--- src/rtl/loader_pkg.sv ---
// Shared types and constants for the instruction-memory boot loader.
package loader_pkg;

  localparam int CNT_W          = 16;
  localparam int CSUM_W         = 8;
  localparam int BYTES_PER_WORD = 4;

  localparam logic [1:0] LAST_LANE = 2'(BYTES_PER_WORD - 1);

  typedef enum logic [2:0] {
    ST_HDR_LO,
    ST_HDR_HI,
    ST_DATA,
    ST_CSUM,
    ST_DONE,
    ST_ERR
  } loader_state_e;

  function automatic logic is_loading(input loader_state_e s);
    return (s == ST_HDR_LO) || (s == ST_HDR_HI) || (s == ST_DATA) || (s == ST_CSUM);
  endfunction

endpackage

--- src/rtl/byte_packer.sv ---
// Assembles little-endian bytes into 32-bit words; pulses word_valid the
// cycle after the fourth byte of a word is taken.
module byte_packer
  import loader_pkg::*;
(
  input  logic        clk,
  input  logic        rst_n,
  input  logic        clr,
  input  logic        byte_en,
  input  logic [7:0]  byte_in,
  output logic        word_valid,
  output logic [31:0] word
);

  logic [1:0]  lane_reg;
  logic [31:0] word_reg;
  logic        valid_reg;

  always_ff @(posedge clk or negedge rst_n) begin
    if (!rst_n) begin
      lane_reg  <= 2'd0;
      word_reg  <= 32'd0;
      valid_reg <= 1'b0;
    end else begin
      valid_reg <= 1'b0;
      if (clr) begin
        lane_reg <= 2'd0;
      end else if (byte_en) begin
        // First byte ends up in bits [7:0] after four shifts.
        word_reg  <= {byte_in, word_reg[31:8]};
        lane_reg  <= lane_reg + 2'd1;
        valid_reg <= (lane_reg == LAST_LANE);
      end
    end
  end

  assign word_valid = valid_reg;
  assign word       = word_reg;

endmodule

--- src/rtl/imem_loader.sv ---
// Boot-time loader: parses a framed byte stream into instruction memory and
// holds the core in reset until a checksum-valid image has been written.
module imem_loader
  import loader_pkg::*;
#(
  parameter int DEPTH  = 256,
  parameter int ADDR_W = $clog2(DEPTH)
) (
  input  logic              clk,
  input  logic              rst_n,
  input  logic              start,
  input  logic              rx_valid,
  input  logic [7:0]        rx_data,
  output logic              rx_ready,
  output logic              imem_we,
  output logic [ADDR_W-1:0] imem_addr,
  output logic [31:0]       imem_wdata,
  output logic              core_rst_n,
  output logic              busy,
  output logic              done,
  output logic              error
);

  loader_state_e     state_reg, state_next;
  logic [CNT_W-1:0]  cnt_reg;
  logic [1:0]        byte_cnt_reg;
  logic [ADDR_W-1:0] word_cnt_reg;
  logic [ADDR_W-1:0] addr_reg;
  logic [CSUM_W-1:0] sum_reg;
  logic              done_reg;
  logic              ready_en_reg;

  logic              accept;
  logic [CNT_W-1:0]  hdr_cnt;
  logic              hdr_ok;
  logic              word_last_byte;
  logic              last_word;
  logic              pack_valid;
  logic [31:0]       pack_word;

  assign accept         = rx_valid && rx_ready;
  assign hdr_cnt        = {rx_data, cnt_reg[7:0]};
  assign hdr_ok         = (hdr_cnt != '0) && (hdr_cnt <= CNT_W'(DEPTH));
  assign word_last_byte = (byte_cnt_reg == LAST_LANE);
  assign last_word      = (CNT_W'(word_cnt_reg) == cnt_reg - CNT_W'(1));

  always_comb begin
    state_next = state_reg;
    case (state_reg)
      ST_HDR_LO: if (accept) state_next = ST_HDR_HI;
      ST_HDR_HI: if (accept) state_next = hdr_ok ? ST_DATA : ST_ERR;
      ST_DATA:   if (accept && word_last_byte && last_word) state_next = ST_CSUM;
      ST_CSUM:   if (accept) state_next = (rx_data == sum_reg) ? ST_DONE : ST_ERR;
      default:   state_next = state_reg;
    endcase
    if (start) state_next = ST_HDR_LO;
  end

  always_ff @(posedge clk or negedge rst_n) begin
    if (!rst_n) begin
      state_reg    <= ST_HDR_LO;
      cnt_reg      <= '0;
      byte_cnt_reg <= 2'd0;
      word_cnt_reg <= '0;
      addr_reg     <= '0;
      sum_reg      <= '0;
      done_reg     <= 1'b0;
      ready_en_reg <= 1'b0;
    end else begin
      state_reg    <= state_next;
      ready_en_reg <= 1'b1;
      // Release lags the checksum edge by one cycle so the last write lands first.
      done_reg     <= (state_reg == ST_DONE) && !start;
      if (start) begin
        byte_cnt_reg <= 2'd0;
        word_cnt_reg <= '0;
        sum_reg      <= '0;
      end else if (accept) begin
        case (state_reg)
          ST_HDR_LO: cnt_reg[7:0]       <= rx_data;
          ST_HDR_HI: cnt_reg[CNT_W-1:8] <= rx_data;
          ST_DATA: begin
            sum_reg      <= sum_reg + rx_data;
            byte_cnt_reg <= byte_cnt_reg + 2'd1;
            if (word_last_byte) begin
              addr_reg     <= word_cnt_reg;
              word_cnt_reg <= word_cnt_reg + 1'b1;
            end
          end
          default: ;
        endcase
      end
    end
  end

  byte_packer u_packer (
    .clk        (clk),
    .rst_n      (rst_n),
    .clr        (start),
    .byte_en    (accept && !start && (state_reg == ST_DATA)),
    .byte_in    (rx_data),
    .word_valid (pack_valid),
    .word       (pack_word)
  );

  assign rx_ready   = ready_en_reg && is_loading(state_reg);
  assign busy       = is_loading(state_reg);
  assign done       = done_reg;
  assign core_rst_n = done_reg;
  assign error      = (state_reg == ST_ERR);
  assign imem_we    = pack_valid;
  assign imem_addr  = addr_reg;
  assign imem_wdata = pack_word;

endmodule
--- config.mk ---
export PLATFORM = sky130hd
export DESIGN_NAME = imem_loader
export DESIGN_NICKNAME = d
export VERILOG_FILES = /design/src/rtl/loader_pkg.sv /design/src/rtl/byte_packer.sv /design/src/rtl/imem_loader.sv
export SDC_FILE = /design/constraint.sdc
export NUM_CORES = 1
export LEC_CHECK = 0
export CAP_MARGIN = 5
export CELL_PAD_IN_SITES_DETAIL_PLACEMENT = 0
export CELL_PAD_IN_SITES_GLOBAL_PLACEMENT = 1
export CORE_MARGIN = 3
export CORE_UTILIZATION = 48
export DETAILED_ROUTE_END_ITERATION = 6
export GPL_TIMING_DRIVEN = 0
export HOLD_SLACK_MARGIN = 0.1
export MAX_ROUTING_LAYER = met4
export PLACE_DENSITY = 0.82
export SKIP_LAST_GASP = 1
export SLEW_MARGIN = 20
export SYNTH_ARGS = -nofsm -noshare
export SYNTH_HDL_FRONTEND = slang
export SYNTH_HIERARCHICAL = 1
export SYNTH_SLANG_ARGS = --single-unit
--- constraint.sdc ---
create_clock -name clk -period 6.9 [get_ports clk]
set_input_delay 1.38 -clock clk [delete_from_list [all_inputs] [get_ports clk]]
set_output_delay 1.38 -clock clk [all_outputs]
set_load 0.005 [all_outputs]
==> impl_metrics.env <==
export IMPL_critical_path_reg2reg_endpoint="state_reg[0]"
export IMPL_dieArea_um2=9980
export IMPL_rsz0062_at_grt="false"
export IMPL_pwr_share_comb=0.140
export IMPL_synthFlopType="dfrtp_1"
export IMPL_final_setup_tns_ps=0
export IMPL_grt_overflow_total=0
export IMPL_sequentialPowerShare=0.493
export IMPL_gp_congestion=0.857
export IMPL_holdBufCountCts=0
export IMPL_netSwitchingPower_uw=302
export IMPL_status="completed"
export IMPL_synth_yosys_seq_area_share=0.485
export IMPL_drt_pass1_iterations=4
export IMPL_detail_route_vias_per_cell=5.52
export IMPL_cts_root_buf="clkbuf_8"
export IMPL_detail_route_wl_per_cell_um=17.1
export IMPL_final_min_clock_period_ps=3660
export IMPL_hpwlAfterDp_mm=6.67
export IMPL_postSynthRegisterBits=82
export IMPL_largest_register_ffs=32
export IMPL_worstPathRequired_ps=7130
export IMPL_synth_nets=373
export IMPL_total_area_of_sequential_cells_um2=2050
export IMPL_clock_tree_from_tritoncts="built"
export IMPL_first_iter_violations=102
export IMPL_final_cell_mix="dfrtp_1, clkdlybuf4s50_1, mux2_4"
export IMPL_finalSetupViolations=0
export IMPL_irDropWorstVdd_mv=0.152
export IMPL_start_kind="input pin"
export IMPL_crit_reg2reg_launch="cnt_reg[0]"
export IMPL_ys_types=61
export IMPL_routed_wl_mm=9.01
export IMPL_areaGrowthSynthToFinish_pct=22.7
export IMPL_setup_worst_path_start="rx_valid"
export IMPL_synthesis_area_per_instance_um2=12.1
export IMPL_end_kind="flop"
export IMPL_die_width_um=99.9
export IMPL_finish_utilization=0.619
export IMPL_worstHoldStart="cnt_reg[14]"
export IMPL_hold_vio_cnt_final=0
export IMPL_timing_setup_critical_path_class="in -> reg"
export IMPL_grt_start_max_net_pins=51
export IMPL_post_route_period_util=0.531
export IMPL_internal_reg_to_reg_setup_slack_ps=3950
export IMPL_n_fill_cell=654
export IMPL_clock_sinks=82
export IMPL_cts_buffer_depth=2
export IMPL_number_of_instances_on_the_worst_hold_path=1
export IMPL_p_int_uw=790
export IMPL_floorplan_io_pins=58
export IMPL_rows=33
export IMPL_globalRouteTotalUtil=0.201
export IMPL_worst_slack_ps=3240
export IMPL_h_tree_depth=3
export IMPL_clock_power_share=0.368
export IMPL_ant_nets=0
export IMPL_worst_slack_at_placement_ps=2830
export IMPL_clk_transition_reported_paths_ps=90
export IMPL_cts_inserted_buffers=9
export IMPL_min_to="cnt_reg[14]"
export IMPL_cap_violations=0
export IMPL_pwr_density_cell_nw_per_um2=210
export IMPL_synth_edf_count=0
export IMPL_layout_commonest_cell="dfrtp_1"
export IMPL_vias=2916
export IMPL_input_output_buffers=57
export IMPL_r2r_worst_path_cells=9
export IMPL_number_of_antenna_violations_at_the_first_check_in_global_routing=0
export IMPL_setup_bufs_post_cts=0
export IMPL_grt_first_pass_wirelength_mm=15.2
export IMPL_worst_clock_skew_ps=8.37
export IMPL_synthArstFlopShare=1.00
export IMPL_post_route_cells_drive_above_1_share=0.217
export IMPL_totalPowerFinal_uw=1090
export IMPL_grt_pass1_vias=2933
export IMPL_netlist_instances=349
export IMPL_timing_max_slew_rel_slack=0.643
export IMPL_worstPathArrival_ps=3890
export IMPL_slew_violations=0
export IMPL_power_static_leakage_uw=0.00227
export IMPL_p_sw_frac=0.276
export IMPL_transition_at_the_pin_with_the_smallest_max_transition_slack_ps=535
export IMPL_timing_fmax_ghz=0.273
export IMPL_crit_fanout=10
export IMPL_multi_input_area_um2=2030
export IMPL_min_delay_path_class="reg -> reg"
export IMPL_synth_yosys_warnings=6
export IMPL_antennaDiodeCount=0
export IMPL_initial_util=0.505
export IMPL_floorplan_core_area_um2=8380
export IMPL_mappedNetlistArea_um2=4230
export IMPL_chipHeight_um=99.9
export IMPL_post_cts_resize_count=0
export IMPL_final_net_count=442
export IMPL_insertion_delay_ps=340
export IMPL_detail_route_drc_violations=0
## cell usage after synthesis, types with 2 or more instances
library cell	count	share of area
mux2_2	28	0.075
nor2_1	23	0.020
a311oi_1	2	0.0041
ha_1	11	0.033
nor2b_1	5	0.0074
or3_1	3	0.0044
xor2_1	8	0.017
nor3_1	12	0.014
dfrtp_1	82	0.49
o2111ai_1	2	0.0041
a31o_2	2	0.0041
o31ai_1	2	0.0035
or4_1	2	0.0035
xnor2_1	11	0.023
nand3_1	13	0.015
nor3b_1	2	0.0035
or2_2	2	0.0030
nand3b_1	3	0.0053
a31oi_1	3	0.0044
nand2b_1	3	0.0044
mux2_4	30	0.11
inv_1	7	0.0062
and3_1	2	0.0030
nor4_1	5	0.0074
o21ai_0	3	0.0035
and2_1	6	0.0089
nand2_1	18	0.016
a21oi_1	14	0.017
clkbuf_1	9	0.0080
buf_12	3	0.014
nand4_1	3	0.0044
## final cells by class
| class | instances | area share |
|---|---|---|
| Inverter | 7 | 0.00506 |
| Timing Repair Buffer | 58 | 0.115 |
| Tap cell | 105 | 0.0253 |
| Buffer | 15 | 0.0227 |
| Sequential cell | 82 | 0.395 |
| Clock buffer | 9 | 0.0239 |
| Clock inverter | 7 | 0.0207 |
| Multi-Input combinational cell | 245 | 0.392 |
## critical path, cell delays in order
cell and delay, ps:
clkdlybuf4s50_1 480, and3b_1 160, clkbuf_1 210, nand2_1 270
nor2_1 370, and2_1 200, clkbuf_1 430, mux2_2 390
## metal layers
metal	routed length, µm	track usage	share of wire	vias up
li1	-	-	-	1399
met1	4320	0.283	0.48	1433
met2	4200	0.298	0.47	76
met3	398	0.0375	0.044	8
met4	95	0.0578	0.011	0
met5	0	-	0	-
## cells by family after synthesis
family	count (synthesis)	share of synthesized area
simple gates	111	0.142
compound gates	43	0.0781
other cells	1	0.000886
fa+ha+maj	12	0.0373
mux	59	0.183
xor+xnor	19	0.0393
buf+inv	22	0.0340
flops	82	0.485
## power groups by stage
| stage | clock, µW | sequential [µW] | combinational, µW |
|---|---|---|---|
| after floorplan | 0 | 536 | 108 |
| final | 401 | 538 | 153 |
| after global routing | 436 | 542 | 170 |
| after detailed placement | 0 | 547 | 153 |
| after CTS | 413 | 537 | 153 |
| after global placement | 0 | 546 | 148 |
## stage by stage
step                cell area, µm²  hold slack, ps  std cells
floorplan                     4230             471        349
global placement              4930             485        511
detailed placement            4960             485        512
CTS                           5190             506        528
global route                  5190             536        528
finish                        5190             505        528
## worst max-delay path by stage
stage / slack [ps] / endpoint
floorplan: 3830 / imem_addr[0]
global placement: 1480 / sum_reg[4]
detailed placement: 2830 / imem_addr[3]
CTS: 3200 / imem_addr[5]
global route: 2990 / imem_addr[7]
finish: 3240 / imem_addr[5]
Power figures use the tool's default switching activity.
